--- src/rtl/apb_master_if.sv ---
// ============================================================================
// apb_master_if: command, response and APB bus signals of apb_master. Rev 1.0
// ============================================================================
`default_nettype none

interface apb_master_if #(
  parameter int WIDTH = 32
);
  logic             cmd_valid;
  logic             cmd_ready;
  logic             cmd_write;
  logic [WIDTH-1:0] cmd_addr;
  logic [WIDTH-1:0] cmd_wdata;
  logic             rsp_valid;
  logic [WIDTH-1:0] rsp_rdata;
  logic             rsp_err;
  logic             busy;
  logic             PSEL;
  logic             PENABLE;
  logic             PWRITE;
  logic [WIDTH-1:0] PADDR;
  logic [WIDTH-1:0] PWDATA;
  logic [WIDTH-1:0] PRDATA;
  logic             PREADY;

  modport master (
    input  cmd_valid, cmd_write, cmd_addr, cmd_wdata, PRDATA, PREADY,
    output cmd_ready, rsp_valid, rsp_rdata, rsp_err, busy,
           PSEL, PENABLE, PWRITE, PADDR, PWDATA
  );

  modport slave (
    output cmd_valid, cmd_write, cmd_addr, cmd_wdata, PRDATA, PREADY,
    input  cmd_ready, rsp_valid, rsp_rdata, rsp_err, busy,
           PSEL, PENABLE, PWRITE, PADDR, PWDATA
  );
endinterface

`default_nettype wire

--- src/rtl/apb_master.sv ---
// ============================================================================
// apb_master: single-outstanding APB requester with wait-state timeout. Rev 1.0
// ============================================================================
`default_nettype none

module apb_master #(
  parameter int WIDTH   = 32,
  parameter int TIMEOUT = 16
) (
  input  wire logic     PCLK,
  input  wire logic     PRESETn,
  apb_master_if.master  bus
);

  typedef enum logic [1:0] {
    IDLE   = 2'd0,
    SETUP  = 2'd1,
    ACCESS = 2'd2
  } state_e;

  localparam logic [7:0] TIMEOUT_CNT = 8'(TIMEOUT);

  state_e           state_q,     state_d;
  logic [7:0]       wait_cnt_q,  wait_cnt_d;
  logic             pwrite_q,    pwrite_d;
  logic [WIDTH-1:0] paddr_q,     paddr_d;
  logic [WIDTH-1:0] pwdata_q,    pwdata_d;
  logic             rsp_valid_q, rsp_valid_d;
  logic [WIDTH-1:0] rsp_rdata_q, rsp_rdata_d;
  logic             rsp_err_q,   rsp_err_d;
  logic [7:0]       wait_inc;

  always_comb begin
    state_d     = state_q;
    wait_cnt_d  = wait_cnt_q;
    pwrite_d    = pwrite_q;
    paddr_d     = paddr_q;
    pwdata_d    = pwdata_q;
    rsp_valid_d = 1'b0;
    rsp_rdata_d = rsp_rdata_q;
    rsp_err_d   = rsp_err_q;
    wait_inc    = wait_cnt_q + 8'd1;

    case (state_q)
      IDLE: begin
        if (bus.cmd_valid) begin
          paddr_d    = bus.cmd_addr;
          pwdata_d   = bus.cmd_wdata;
          pwrite_d   = bus.cmd_write;
          wait_cnt_d = 8'd0;
          state_d    = SETUP;
        end
      end
      SETUP: begin
        state_d = ACCESS;
      end
      ACCESS: begin
        // PREADY is checked first so a completion on the final allowed cycle beats the timeout
        if (bus.PREADY) begin
          state_d     = IDLE;
          rsp_valid_d = 1'b1;
          rsp_err_d   = 1'b0;
          rsp_rdata_d = pwrite_q ? '0 : bus.PRDATA;
        end else if (wait_inc == TIMEOUT_CNT) begin
          wait_cnt_d  = wait_inc;
          state_d     = IDLE;
          rsp_valid_d = 1'b1;
          rsp_err_d   = 1'b1;
          rsp_rdata_d = '0;
        end else begin
          wait_cnt_d = wait_inc;
        end
      end
      default: begin
        state_d = IDLE;
      end
    endcase
  end

  always_ff @(posedge PCLK or negedge PRESETn) begin
    if (!PRESETn) begin
      state_q     <= IDLE;
      wait_cnt_q  <= 8'd0;
      pwrite_q    <= 1'b0;
      paddr_q     <= '0;
      pwdata_q    <= '0;
      rsp_valid_q <= 1'b0;
      rsp_rdata_q <= '0;
      rsp_err_q   <= 1'b0;
    end else begin
      state_q     <= state_d;
      wait_cnt_q  <= wait_cnt_d;
      pwrite_q    <= pwrite_d;
      paddr_q     <= paddr_d;
      pwdata_q    <= pwdata_d;
      rsp_valid_q <= rsp_valid_d;
      rsp_rdata_q <= rsp_rdata_d;
      rsp_err_q   <= rsp_err_d;
    end
  end

  // Bus controls decode straight from the state register, so PENABLE can never lead PSEL
  assign bus.cmd_ready = (state_q == IDLE);
  assign bus.busy      = (state_q == SETUP) || (state_q == ACCESS);
  assign bus.PSEL      = (state_q == SETUP) || (state_q == ACCESS);
  assign bus.PENABLE   = (state_q == ACCESS);
  assign bus.PWRITE    = pwrite_q;
  assign bus.PADDR     = paddr_q;
  assign bus.PWDATA    = pwdata_q;
  assign bus.rsp_valid = rsp_valid_q;
  assign bus.rsp_rdata = rsp_rdata_q;
  assign bus.rsp_err   = rsp_err_q;

endmodule

`default_nettype wire

--- src/flat_wrapper.sv ---
// flat-port wrapper written by rule: the top's interface ports become plain ports
module apb_master_flat 
#(
  parameter int WIDTH   = 32,
  parameter int TIMEOUT = 16
)
  (PCLK, PRESETn, bus_cmd_valid, bus_cmd_write, bus_cmd_addr, bus_cmd_wdata, bus_PRDATA, bus_PREADY, bus_cmd_ready, bus_rsp_valid, bus_rsp_rdata, bus_rsp_err, bus_busy, bus_PSEL, bus_PENABLE, bus_PWRITE, bus_PADDR, bus_PWDATA);
  apb_master_if #(.WIDTH(WIDTH)) bus_i ();
  input  wire logic PCLK;
  input  wire logic PRESETn;
  input wire logic [$bits(bus_i.cmd_valid)-1:0] bus_cmd_valid;
  input wire logic [$bits(bus_i.cmd_write)-1:0] bus_cmd_write;
  input wire logic [$bits(bus_i.cmd_addr)-1:0] bus_cmd_addr;
  input wire logic [$bits(bus_i.cmd_wdata)-1:0] bus_cmd_wdata;
  input wire logic [$bits(bus_i.PRDATA)-1:0] bus_PRDATA;
  input wire logic [$bits(bus_i.PREADY)-1:0] bus_PREADY;
  output wire logic [$bits(bus_i.cmd_ready)-1:0] bus_cmd_ready;
  output wire logic [$bits(bus_i.rsp_valid)-1:0] bus_rsp_valid;
  output wire logic [$bits(bus_i.rsp_rdata)-1:0] bus_rsp_rdata;
  output wire logic [$bits(bus_i.rsp_err)-1:0] bus_rsp_err;
  output wire logic [$bits(bus_i.busy)-1:0] bus_busy;
  output wire logic [$bits(bus_i.PSEL)-1:0] bus_PSEL;
  output wire logic [$bits(bus_i.PENABLE)-1:0] bus_PENABLE;
  output wire logic [$bits(bus_i.PWRITE)-1:0] bus_PWRITE;
  output wire logic [$bits(bus_i.PADDR)-1:0] bus_PADDR;
  output wire logic [$bits(bus_i.PWDATA)-1:0] bus_PWDATA;
  assign bus_i.cmd_valid = bus_cmd_valid;
  assign bus_i.cmd_write = bus_cmd_write;
  assign bus_i.cmd_addr = bus_cmd_addr;
  assign bus_i.cmd_wdata = bus_cmd_wdata;
  assign bus_i.PRDATA = bus_PRDATA;
  assign bus_i.PREADY = bus_PREADY;
  assign bus_cmd_ready = bus_i.cmd_ready;
  assign bus_rsp_valid = bus_i.rsp_valid;
  assign bus_rsp_rdata = bus_i.rsp_rdata;
  assign bus_rsp_err = bus_i.rsp_err;
  assign bus_busy = bus_i.busy;
  assign bus_PSEL = bus_i.PSEL;
  assign bus_PENABLE = bus_i.PENABLE;
  assign bus_PWRITE = bus_i.PWRITE;
  assign bus_PADDR = bus_i.PADDR;
  assign bus_PWDATA = bus_i.PWDATA;
  apb_master #(.WIDTH(WIDTH), .TIMEOUT(TIMEOUT)) u_core (.PCLK(PCLK), .PRESETn(PRESETn), .bus(bus_i));
endmodule
--- config.mk ---
export PLATFORM = sky130hd
export DESIGN_NAME = apb_master_flat
export DESIGN_NICKNAME = d
export VERILOG_FILES = /design/src/rtl/apb_master_if.sv /design/src/rtl/apb_master.sv /design/src/flat_wrapper.sv
export SDC_FILE = /design/constraint.sdc
export NUM_CORES = 1
export LEC_CHECK = 0
export BUFFER_PORTS_ARGS = -buffer_cell sky130_fd_sc_hd__buf_4
export CAP_MARGIN = 20
export CELL_PAD_IN_SITES_DETAIL_PLACEMENT = 1
export CELL_PAD_IN_SITES_GLOBAL_PLACEMENT = 2
export CORE_ASPECT_RATIO = 1.1
export CORE_MARGIN = 2
export CORE_UTILIZATION = 30
export CTS_BUF_LIST = sky130_fd_sc_hd__clkbuf_8
export DETAILED_ROUTE_END_ITERATION = 6
export PLACE_DENSITY_LB_ADDON = 0.1
export SKIP_LAST_GASP = 1
export SLEW_MARGIN = 20
export SYNTH_ARGS = -nofsm -noshare
export SYNTH_HDL_FRONTEND = slang
export SYNTH_SLANG_ARGS = --single-unit
--- constraint.sdc ---
create_clock -name PCLK -period 3.3 [get_ports PCLK]
set_clock_uncertainty 0.05 [all_clocks]
set_input_delay 0 -clock PCLK [delete_from_list [all_inputs] [get_ports PCLK]]
set_output_delay 0 -clock PCLK [all_outputs]
set_load 0.03 [all_outputs]
==> results.md <==
* Reg clk slew, reported paths at ~0.11 ns
* R2r setup slk at approximately 1.4 ns
* Post-Syn Instances at between 300 and 400
* Final setup vio count at 0
* Total Negative Setup Slacks at 0 ns
* Total track usage at 17.07%
* Post-synth EDFFs at 0
* RSZ-0062 raised after global routing: no
* Placer Congestion at 0.6969
* Slew Limit Headroom at 38.21%
* Crit path to: u_core.bus.rsp_valid$_DFF_PN0_
* Post-Route WL at 13960 microns
* First-pass DRT Iterations at 4
* Worst slew pin tran at 0.9268 ns
* Total CTS buffers at 9
* Final #Nets at about 760
* Avg Inst Size Synth at 13.22 sq um
* Synth-to-layout area growth at 62.54%
* Pwr dens at 949.6 nW/um^2
* RR Startpoint: u_core.wait_cnt_q[0]$_DFFE_PN0P_
* Leak at between 0.003 and 0.004 uW
* Synthesized area at 4720 sq um
* Maximum Capacitance Violations at 0
* Port Buf Inserts at 203
* CTS max path bufs at 2
* Hold Violations, Final at 0
* Ys Warns at 0
* Run status: completed
* Synth cell types at 44
* # H-tree levels at 3
* Crit path launch type: register
* Routed Antenna Nets at 0
* Clock Sink Count at 109
* VDD IR-drop max at ~0.0005 V
* Peak Freq at 520.9 MHz
* # IOs at between 200 and 250
* Die Y at 135.6 microns
* Core area at 15550 sq um
* Met1 usage at about a fifth
* Via Count at between 3000 and 4000
* Worst endpoint required time at approximately 3.6 ns
* DRT iter0 DRCs at 108
* Met3 Use GR at 3.662%
* First-pass GRT wire length at 21890 microns
* WL/cell at 16.20 microns
* DRC Markers at 0
* Die area at 16750 sq um
* Commonest non-fill, non-tap cell in the layout: buf_4
* Pin count of the biggest net entering global routing at 70
* Starting Density at approximately 30%
* Vias in the first global route at 4207
* Congestion Overflow GR at 0
* Root buf cell: clkbuf_8
* Seq/Total Area, Yosys at 57.79%
* Most frequent cells in the layout: buf_4, dfrtp_1, dlygate4sd3_1
* Syn_nets at 462
* Post-route minimum period at 1.920 ns
* Reg2reg path depth at 5
* Max FO, Critical Path at 33
* Critical path arrival at 2.19 ns
* Share of cells above drive strength 1 at 40.03%
* Die X-Extent at around 120 microns
* Top FF cell, synth: dfrtp_1
* Tcrit/Tclk final at 58.17%
* Grt met2 use at 30.65%
* Clk Latency, worst-skew pair at 0.37 ns
* Slew Limit Fails at 0
* Crit Path Class: register to register
* Std-Cell Rows at 48
* Total inserted antenna cells at 0
* Gr busiest metal: met2
* Worst flop-to-flop path endpoint: u_core.bus.rsp_valid$_DFF_PN0_
* Post-synth ARST share at 100.0%
* Crit path from: u_core.wait_cnt_q[0]$_DFFE_PN0P_
* Cts repair resizes at 0
* Vias per Instance at 4.515
* CP Capture Type: register
* Flops & latches, synth at 109
* DP Wirelength at 9384 microns
* Initial antenna violation count at 0
* CTS tree: done
* Total Power at 7284 uW
* Tightest Hold Check Type: input pin to async pin
[what timing repair did]
action	4_1_cts	5_1_grt
hold buffers	100	0
endpoints found under the hold margin	170	0
buffers inserted	0	0
[routing by layer]
layer / vias to the layer above / share of wire, %
li1: 1835 / -
met1: 1918 / 40
met2: 123 / 52
met3: 16 / 5.7
met4: 0 / 2.3
met5: - / 0
[state kept, by name, indices dropped and copies added (netlist names)]
name,cells
u_core.bus.PADDR,32
u_core.bus.PWDATA,32
u_core.bus.PWRITE,1
u_core.bus.rsp_err,1
u_core.bus.rsp_rdata,32
u_core.bus.rsp_valid,1
u_core.state_q,2
u_core.wait_cnt_q,8
[report_power, final]
part | switching (uW) | internal [uW] | total, uW
sequential | 346 | 1960 | 2310
combinational | 2410 | 1680 | 4090
clock | 470 | 417 | 887
total | 3230 | 4060 | 7280
[layout make-up]
cell class	instances	area, sq um
Clock buffer	12	165.2
Clock inverter	4	55.05
Fill cell	1661	7884
Inverter	37	138.9
Multi-Input combinational cell	191	1739
Sequential cell	109	2728
Tap cell	200	250.2
Timing Repair Buffer	309	2595
[cell usage after synthesis (2+ instances only)]
library cell	count	area [sq um]
o21ai_2	30	262.8
o21ai_0	2	10.01
buf_6	3	33.78
nor2_1	5	18.77
nand2_1	10	37.54
a21oi_1	2	10.01
buf_2	9	45.04
dfrtp_1	109	2728
o21ai_1	4	20.02
inv_1	37	138.9
nor2b_1	2	12.51
nand3_1	5	25.02
ha_1	4	50.05
mux2_1	65	732.0
clkbuf_1	6	22.52
a22o_1	2	17.52
nand2b_1	2	12.51
mux2i_1	2	20.02
buf_4	2	15.01
a2bb2oi_1	32	280.3
[how the worst min path moves through the flow]
stage                 start                           endpoint  slack [ns]  cells after the start
floorplan           PRESETn    u_core.bus.PADDR[0]$_DFFE_PN0P_       -0.35                      0
global placement    PRESETn  u_core.bus.PWDATA[23]$_DFFE_PN0P_        0.15                      1
detailed placement  PRESETn  u_core.bus.PWDATA[23]$_DFFE_PN0P_        0.15                      1
CTS                 PRESETn  u_core.bus.PWDATA[23]$_DFFE_PN0P_        0.27                      2
global route        PRESETn  u_core.bus.PWDATA[25]$_DFFE_PN0P_        0.29                      2
finish              PRESETn  u_core.bus.PWDATA[23]$_DFFE_PN0P_        0.22                      2
[through the flow]
step / setup WS, ns / area (sq um) / cells / hold slack (ns) / utilization, %
6_report: 1.380 / 7671 / 862 / 0.2190 / 49.32
3_3_place_gp: 1.434 / 6450 / 746 / 0.1495 / 41.47
5_1_grt: 1.178 / 7671 / 862 / 0.2853 / 49.32
3_5_place_dp: 1.357 / 6450 / 746 / 0.1492 / 41.47
2_1_floorplan: 1.411 / 4720 / 357 / -0.3456 / -
4_1_cts: 1.335 / 7671 / 862 / 0.2707 / 49.32
[kinds of logic after synthesis]
| logic type | Yosys count | share of synthesized area, % |
|---|---|---|
| flops | 109 | 57.79 |
| compound gates | 81 | 14.82 |
| mux | 69 | 16.49 |
| buf+inv | 57 | 5.408 |
| simple gates | 35 | 4.057 |
| fa+ha+maj | 4 | 1.060 |
| xor+xnor | 2 | 0.3712 |
[worst max-delay path, cell delays in order, from the launching register on]
cell and delay [ns]:
dfrtp_1 0.46, ha_1 0.28, nand3_1 0.22, o21bai_4 0.19
buf_4 0.47, and2_1 0.20
No activity file was read; power rests on OpenSTA's default activity.
